[src/rtl/rgb_fade_ctrl_if.sv]
// Fade command channel: valid/ready handshake carrying channel select,
// target level and per-step increment.
interface rgb_fade_ctrl_if;
  logic       cmd_valid;
  logic       cmd_ready;
  logic [1:0] cmd_chan;
  logic [7:0] cmd_target;
  logic [7:0] cmd_step;

  modport master (output cmd_valid, cmd_chan, cmd_target, cmd_step, input cmd_ready);
  modport slave  (input cmd_valid, cmd_chan, cmd_target, cmd_step, output cmd_ready);
endinterface

[src/rtl/rgb_fade_ctrl.sv]
// rgb_fade_ctrl: three-channel level ramp controller feeding the R/G/B pwm
// blocks. Ramp steps land only on the 256-clock frame boundary so a duty
// change never splits a PWM period.
// Optional feature macro: RGB_FADE_HOLD_EN adds a 'hold' input that freezes
// all ramps (strobes ignored) while commands and snaps still apply.

// One channel: level/target/step registers plus an IDLE/RAMP FSM.
module rgb_fade_ch (
  input  logic       clk,
  input  logic       reset,
  input  logic       sel,
  input  logic [7:0] cmd_target,
  input  logic [7:0] cmd_step,
  input  logic       strobe,
  output logic [7:0] level,
  output logic       busy,
  output logic       done
);
  typedef enum logic {IDLE, RAMP} ch_state_e;

  ch_state_e  state, state_n;
  logic [7:0] target, target_n, step, step_n, level_n, ramp_lvl;
  logic       done_n;
  logic [8:0] up_sum, dn_diff;

  // state and datapath registers; done is registered so it aligns with level
  always_ff @(posedge clk or negedge reset) begin
    if (!reset) begin
      state  <= IDLE;
      level  <= '0;
      target <= '0;
      step   <= '0;
      done   <= 1'b0;
    end else begin
      state  <= state_n;
      level  <= level_n;
      target <= target_n;
      step   <= step_n;
      done   <= done_n;
    end
  end

  // next state: a command always beats a strobe on this channel
  always_comb begin
    state_n  = state;
    level_n  = level;
    target_n = target;
    step_n   = step;
    done_n   = 1'b0;
    // 9-bit arithmetic so a large step clamps instead of wrapping
    up_sum   = {1'b0, level} + {1'b0, step};
    dn_diff  = {1'b0, level} - {1'b0, step};
    if (target > level)
      ramp_lvl = (up_sum > {1'b0, target}) ? target : up_sum[7:0];
    else
      ramp_lvl = (dn_diff[8] || (dn_diff[7:0] < target)) ? target : dn_diff[7:0];

    if (sel) begin
      target_n = cmd_target;
      step_n   = cmd_step;
      if (cmd_step == 8'd0 || cmd_target == level) begin
        level_n = cmd_target;
        state_n = IDLE;
        done_n  = 1'b1;
      end else begin
        state_n = RAMP;
      end
    end else if (state == RAMP && strobe) begin
      level_n = ramp_lvl;
      if (ramp_lvl == target) begin
        state_n = IDLE;
        done_n  = 1'b1;
      end
    end
  end

  assign busy = (state == RAMP);
endmodule

module rgb_fade_ctrl #(
  parameter int FRAME_DIV = 1
) (
  input  logic                 clk,
  input  logic                 reset,
`ifdef RGB_FADE_HOLD_EN
  input  logic                 hold,
`endif
  rgb_fade_ctrl_if.slave       cmd,
  output logic [23:0]          level_out,
  output logic [2:0]           busy,
  output logic [2:0]           done,
  output logic                 frame_tick
);
  localparam int         NUM_CH   = 3;
  localparam logic [7:0] DIV_LAST = 8'(FRAME_DIV - 1);

  logic [7:0]              cnt, pre;
  logic                    rdy, accept, strobe, strobe_raw;
  logic [NUM_CH-1:0]       sel;
  logic [NUM_CH-1:0][7:0]  lvl;

  // frame counter, phase-aligned with pwm.count out of reset
  always_ff @(posedge clk or negedge reset) begin
    if (!reset) cnt <= '0;
    else        cnt <= cnt + 8'd1;
  end

  assign frame_tick = (cnt == 8'hFF);

  // prescaler counts frames; strobe on the tick closing the last frame
  always_ff @(posedge clk or negedge reset) begin
    if (!reset)          pre <= '0;
    else if (frame_tick) pre <= (pre == DIV_LAST) ? 8'd0 : pre + 8'd1;
  end

  assign strobe_raw = frame_tick && (pre == DIV_LAST);
`ifdef RGB_FADE_HOLD_EN
  assign strobe = strobe_raw && !hold;
`else
  assign strobe = strobe_raw;
`endif

  // no backpressure: ready rises one edge after reset release and stays up
  always_ff @(posedge clk or negedge reset) begin
    if (!reset) rdy <= 1'b0;
    else        rdy <= 1'b1;
  end

  assign cmd.cmd_ready = rdy;
  assign accept        = cmd.cmd_valid && rdy;

  // channel decode; chan 3 broadcasts to all
  always_comb begin
    sel = '0;
    for (int i = 0; i < NUM_CH; i++)
      sel[i] = accept && (cmd.cmd_chan == 2'(i) || cmd.cmd_chan == 2'd3);
  end

  for (genvar g = 0; g < NUM_CH; g++) begin : g_ch
    rgb_fade_ch u_ch (
      .clk        (clk),
      .reset      (reset),
      .sel        (sel[g]),
      .cmd_target (cmd.cmd_target),
      .cmd_step   (cmd.cmd_step),
      .strobe     (strobe),
      .level      (lvl[g]),
      .busy       (busy[g]),
      .done       (done[g])
    );
  end

  assign level_out = lvl;
endmodule

[src/flat_wrapper.sv]
// flat-port wrapper written by rule: the top's interface ports become plain ports
module rgb_fade_ctrl_flat 
#(
  parameter int FRAME_DIV = 1
)
  (clk, reset, level_out, busy, done, frame_tick, cmd_cmd_valid, cmd_cmd_chan, cmd_cmd_target, cmd_cmd_step, cmd_cmd_ready);
  rgb_fade_ctrl_if cmd_i ();
  input  logic clk;
  input  logic reset;
  output logic [23:0] level_out;
  output logic [2:0] busy;
  output logic [2:0] done;
  output logic frame_tick;
  input wire logic [$bits(cmd_i.cmd_valid)-1:0] cmd_cmd_valid;
  input wire logic [$bits(cmd_i.cmd_chan)-1:0] cmd_cmd_chan;
  input wire logic [$bits(cmd_i.cmd_target)-1:0] cmd_cmd_target;
  input wire logic [$bits(cmd_i.cmd_step)-1:0] cmd_cmd_step;
  output wire logic [$bits(cmd_i.cmd_ready)-1:0] cmd_cmd_ready;
  assign cmd_i.cmd_valid = cmd_cmd_valid;
  assign cmd_i.cmd_chan = cmd_cmd_chan;
  assign cmd_i.cmd_target = cmd_cmd_target;
  assign cmd_i.cmd_step = cmd_cmd_step;
  assign cmd_cmd_ready = cmd_i.cmd_ready;
  rgb_fade_ctrl #(.FRAME_DIV(FRAME_DIV)) u_core (.clk(clk), .reset(reset), .cmd(cmd_i), .level_out(level_out), .busy(busy), .done(done), .frame_tick(frame_tick));
endmodule
[config.mk]
export PLATFORM = sky130hd
export DESIGN_NAME = rgb_fade_ctrl_flat
export DESIGN_NICKNAME = d
export VERILOG_FILES = /design/src/rtl/rgb_fade_ctrl_if.sv /design/src/rtl/rgb_fade_ctrl.sv /design/src/flat_wrapper.sv
export SDC_FILE = /design/constraint.sdc
export NUM_CORES = 1
export LEC_CHECK = 0
export CAP_MARGIN = 40
export CORE_MARGIN = 3
export CORE_UTILIZATION = 28
export DETAILED_ROUTE_END_ITERATION = 10
export HOLD_SLACK_MARGIN = 0.12
export PLACE_DENSITY_LB_ADDON = 0.08
export SLEW_MARGIN = 20
export SYNTH_ARGS = -nofsm -noshare
export SYNTH_HDL_FRONTEND = slang
export SYNTH_SLANG_ARGS = --single-unit
[constraint.sdc]
create_clock -name clk -period 5.34 [get_ports clk]
set_clock_uncertainty 0.1 [all_clocks]
set_input_delay 1.068 -clock clk [delete_from_list [all_inputs] [get_ports clk]]
set_output_delay 1.068 -clock clk [all_outputs]
set_load 0.005 [all_outputs]
==> results.cfg <==
[grt]
track_usage = 0.177
first_global_vias = 7534
antenna_found_initial = 0
grt_max_degree = 43
overflow = 0
grt_pass1_wl_mm = 45.8

[sta]
fin_crit_ns = 5.02
max-slew-margin-rel = 0.586
worst_pin_slew_ns = 0.616
setup_viol = 0
setup_slack_ns = 0.316
slew_viol_final = 0
min_period_over_period = 0.941
hold_viol = 0
fmax_mhz = 199

[critical_path]
r2r_end = u_core.g_ch[1].u_ch.done$_DFF_PN0_
reg2reg_depth = 15
cp_max_fo = 11
crit_arrival_ns = 5.14
crit_type = reg2reg
critPathRequiredTime_ns = 5.46
rrSetupSlack_ns = 0.32
end_kind = flip-flop
start_kind = flip-flop
rr_startpoint = u_core.g_ch[1].u_ch.level[2]$_DFFE_PN0P_

[cts]
clock_latency_ns = 0.37
cts_root_buffer = clkbuf_16
clock_tree.buffer_depth = 2
tritoncts = yes
clock-sinks = 95
post_cts_buffers = 0
clkTransAtPathRegs_ns = 0.08
post_cts_resized = 0
cts_buffers = 9
h-tree-depth = 3
postCtsHoldBufs = 0

[yosys]
synth_common_cells = ha_1, inv_1, o21ai_0
ys_seq_elements = 95
ys_async_sr_fraction = 1.00
netlist_area_um2 = 8780
synth_edf_count = 0
synth_cells = 1034
ys_seq_area_frac = 0.271
yosysUniqueCellTypes = 79
syn_nets = 1184
synth_flop_cell = dfrtp_1
ys_warn_count = 0
synth_area_leaders = dfrtp_1, ha_1, o21ai_0
postSynthAreaPerCell_um2 = 8.49
yosysMostFrequentCell = ha_1
yosysTopAreaCell = dfrtp_1
synth_top_area_frac = 0.271

[route]
drc = 0
wl_per_cell_um = 20.0
first_pass_iters = 5
viasPerCell = 5.13
drtAntennaViolNets = 0
drt_iter0_drc = 411
vias = 7543
drt-total-wl_mm = 29.4

[job]
drv_cap = 0

[die]
core-area_um2 = 30700
row_count = 64
chipHeight_um = 183
die_x_um = 183
ios = 53
dieArea_um2 = 33500
initial_utilization = 0.286

[min_path]
hold_class = reg2reg
whs_path_depth = 1
holdCritStartpoint = u_core.cnt[0]$_DFF_PN0_
whs_endpoint = u_core.cnt[0]$_DFF_PN0_

[layout]
drive_gt1_frac = 0.0716
post-route-util = 0.327
instances_no_fill = 1471
area_growth_pct = 14.4
nets = 1220
diodes = 0

[place]
dp_hpwl_mm = 23.5
dp_slack_ns = 0.294
dp_cells = 1455
place_congestion = 0.846
port-buffer-count = 52

[power]
leakage_uw = 0.00435
vdd_ir_drop_max_uv = 135
power_density_nw_per_um2 = 357

[outcome]
outcome = finished, final reports clean
## metrics by stage
| step | total power (uW) | instance area (um^2) | hold slack [ns] | setup TNS (ns) |
|---|---|---|---|---|
| floorplan | 2330 | 8780 | 0.336 | 0 |
| global placement | 2910 | 9700 | 0.365 | 0 |
| detailed placement | 2900 | 9740 | 0.370 | 0 |
| CTS | 3610 | 10000 | 0.381 | 0 |
| global route | 3900 | 10000 | 0.393 | -0.00115 |
| finish | 3590 | 10000 | 0.382 | 0 |
## worst max path at each step
stage               cells past startpoint                                      from                              endpoint
global placement                       19  u_core.g_ch[2].u_ch.level[0]$_DFFE_PN0P_    u_core.g_ch[2].u_ch.done$_DFF_PN0_
global route                           16  u_core.g_ch[1].u_ch.level[2]$_DFFE_PN0P_    u_core.g_ch[1].u_ch.done$_DFF_PN0_
detailed placement                     15  u_core.g_ch[1].u_ch.level[2]$_DFFE_PN0P_    u_core.g_ch[1].u_ch.done$_DFF_PN0_
finish                                 15  u_core.g_ch[1].u_ch.level[2]$_DFFE_PN0P_    u_core.g_ch[1].u_ch.done$_DFF_PN0_
floorplan                              17  u_core.g_ch[1].u_ch.level[4]$_DFFE_PN0P_  u_core.g_ch[1].u_ch.busy$_DFFE_PN0P_
CTS                                    15  u_core.g_ch[1].u_ch.level[2]$_DFFE_PN0P_    u_core.g_ch[1].u_ch.done$_DFF_PN0_
## placed cells by master, fill, tap and decap left out, types with 4 or more instances in the layout
| master | instances |
|---|---|
| nor3_1 | 14 |
| xor2_1 | 24 |
| fa_1 | 6 |
| o211ai_1 | 15 |
| a21o_1 | 9 |
| and2_1 | 5 |
| mux2_2 | 9 |
| o21ai_0 | 103 |
| a211oi_1 | 5 |
| nand2_1 | 90 |
| a22o_1 | 4 |
| nand2b_1 | 11 |
| clkdlybuf4s50_1 | 51 |
| a31oi_1 | 12 |
| o21a_1 | 15 |
| nand4_1 | 21 |
| a21oi_1 | 49 |
| xnor2_1 | 52 |
| nand3_1 | 17 |
| o221ai_1 | 5 |
| dfrtp_1 | 95 |
| o21bai_1 | 5 |
| a221oi_1 | 8 |
| and3_1 | 4 |
| clkbuf_16 | 9 |
| or3_1 | 5 |
| o22a_1 | 6 |
| a22oi_1 | 4 |
| or2_2 | 6 |
| nor2b_1 | 9 |
| o22ai_1 | 8 |
| nor2_1 | 55 |
| ha_1 | 123 |
| inv_1 | 110 |
| o32ai_1 | 4 |
| nor4_1 | 8 |
| buf_4 | 18 |
## metal layers
layer	GRT usage	part of all wire
met1	0.253	0.50
met2	0.285	0.45
met3	0.0256	0.037
met4	0.0417	0.016
met5	0	0
## report_power, final
group / internal, uW / switching, uW / total (uW)
sequential: 804 / 104 / 907
combinational: 809 / 1180 / 1990
clock: 342 / 352 / 694
## cell type report
type / instances / area (um^2)
sequential: 95 / 2380
fill: 3274 / 20700
inverter: 111 / 417
multi-input combinational: 782 / 5770
timing repair buffer: 71 / 688
clock buffer: 10 / 239
clock inverter: 6 / 57.6
tap: 396 / 495
## kinds of logic after synthesis
family | count (synthesis) | share of synthesized area
AND/OR/NAND/NOR | 264 | 0.149
other | 1 | 0.000427
buffers and inverters | 157 | 0.0737
XOR/XNOR | 76 | 0.0758
AO/OA/AOI/OAI | 302 | 0.229
multiplexers | 10 | 0.0127
adder cells (fa/ha/maj) | 129 | 0.189
flip-flops | 95 | 0.271
## flip-flops by register name, indices dropped and copies added, names as in the netlist
name,flops
u_core.cnt,8
u_core.g_ch.u_ch.target,24
u_core.g_ch.u_ch.busy,3
u_core.g_ch.u_ch.level,24
u_core.g_ch.u_ch.done,3
u_core.pre,8
u_core.g_ch.u_ch.step,24
u_core.cmd.cmd_ready,1
## critical path, cell delays in order, from the launching register on
cell      delay [ns]
dfrtp_1         0.46
ha_1            0.49
nor3_1          0.09
o21ai_0         0.08
or3b_2          0.50
a221oi_1        0.31
xor2_1          0.33
ha_1            0.31
or2_2           0.27
a21oi_1         0.14
o221ai_1        0.14
or2_2           0.43
o22ai_1         0.29
mux2i_1         0.22
nand4_1         0.19
o41ai_2         0.51
Note: power is estimated with default switching activity, not from simulation.
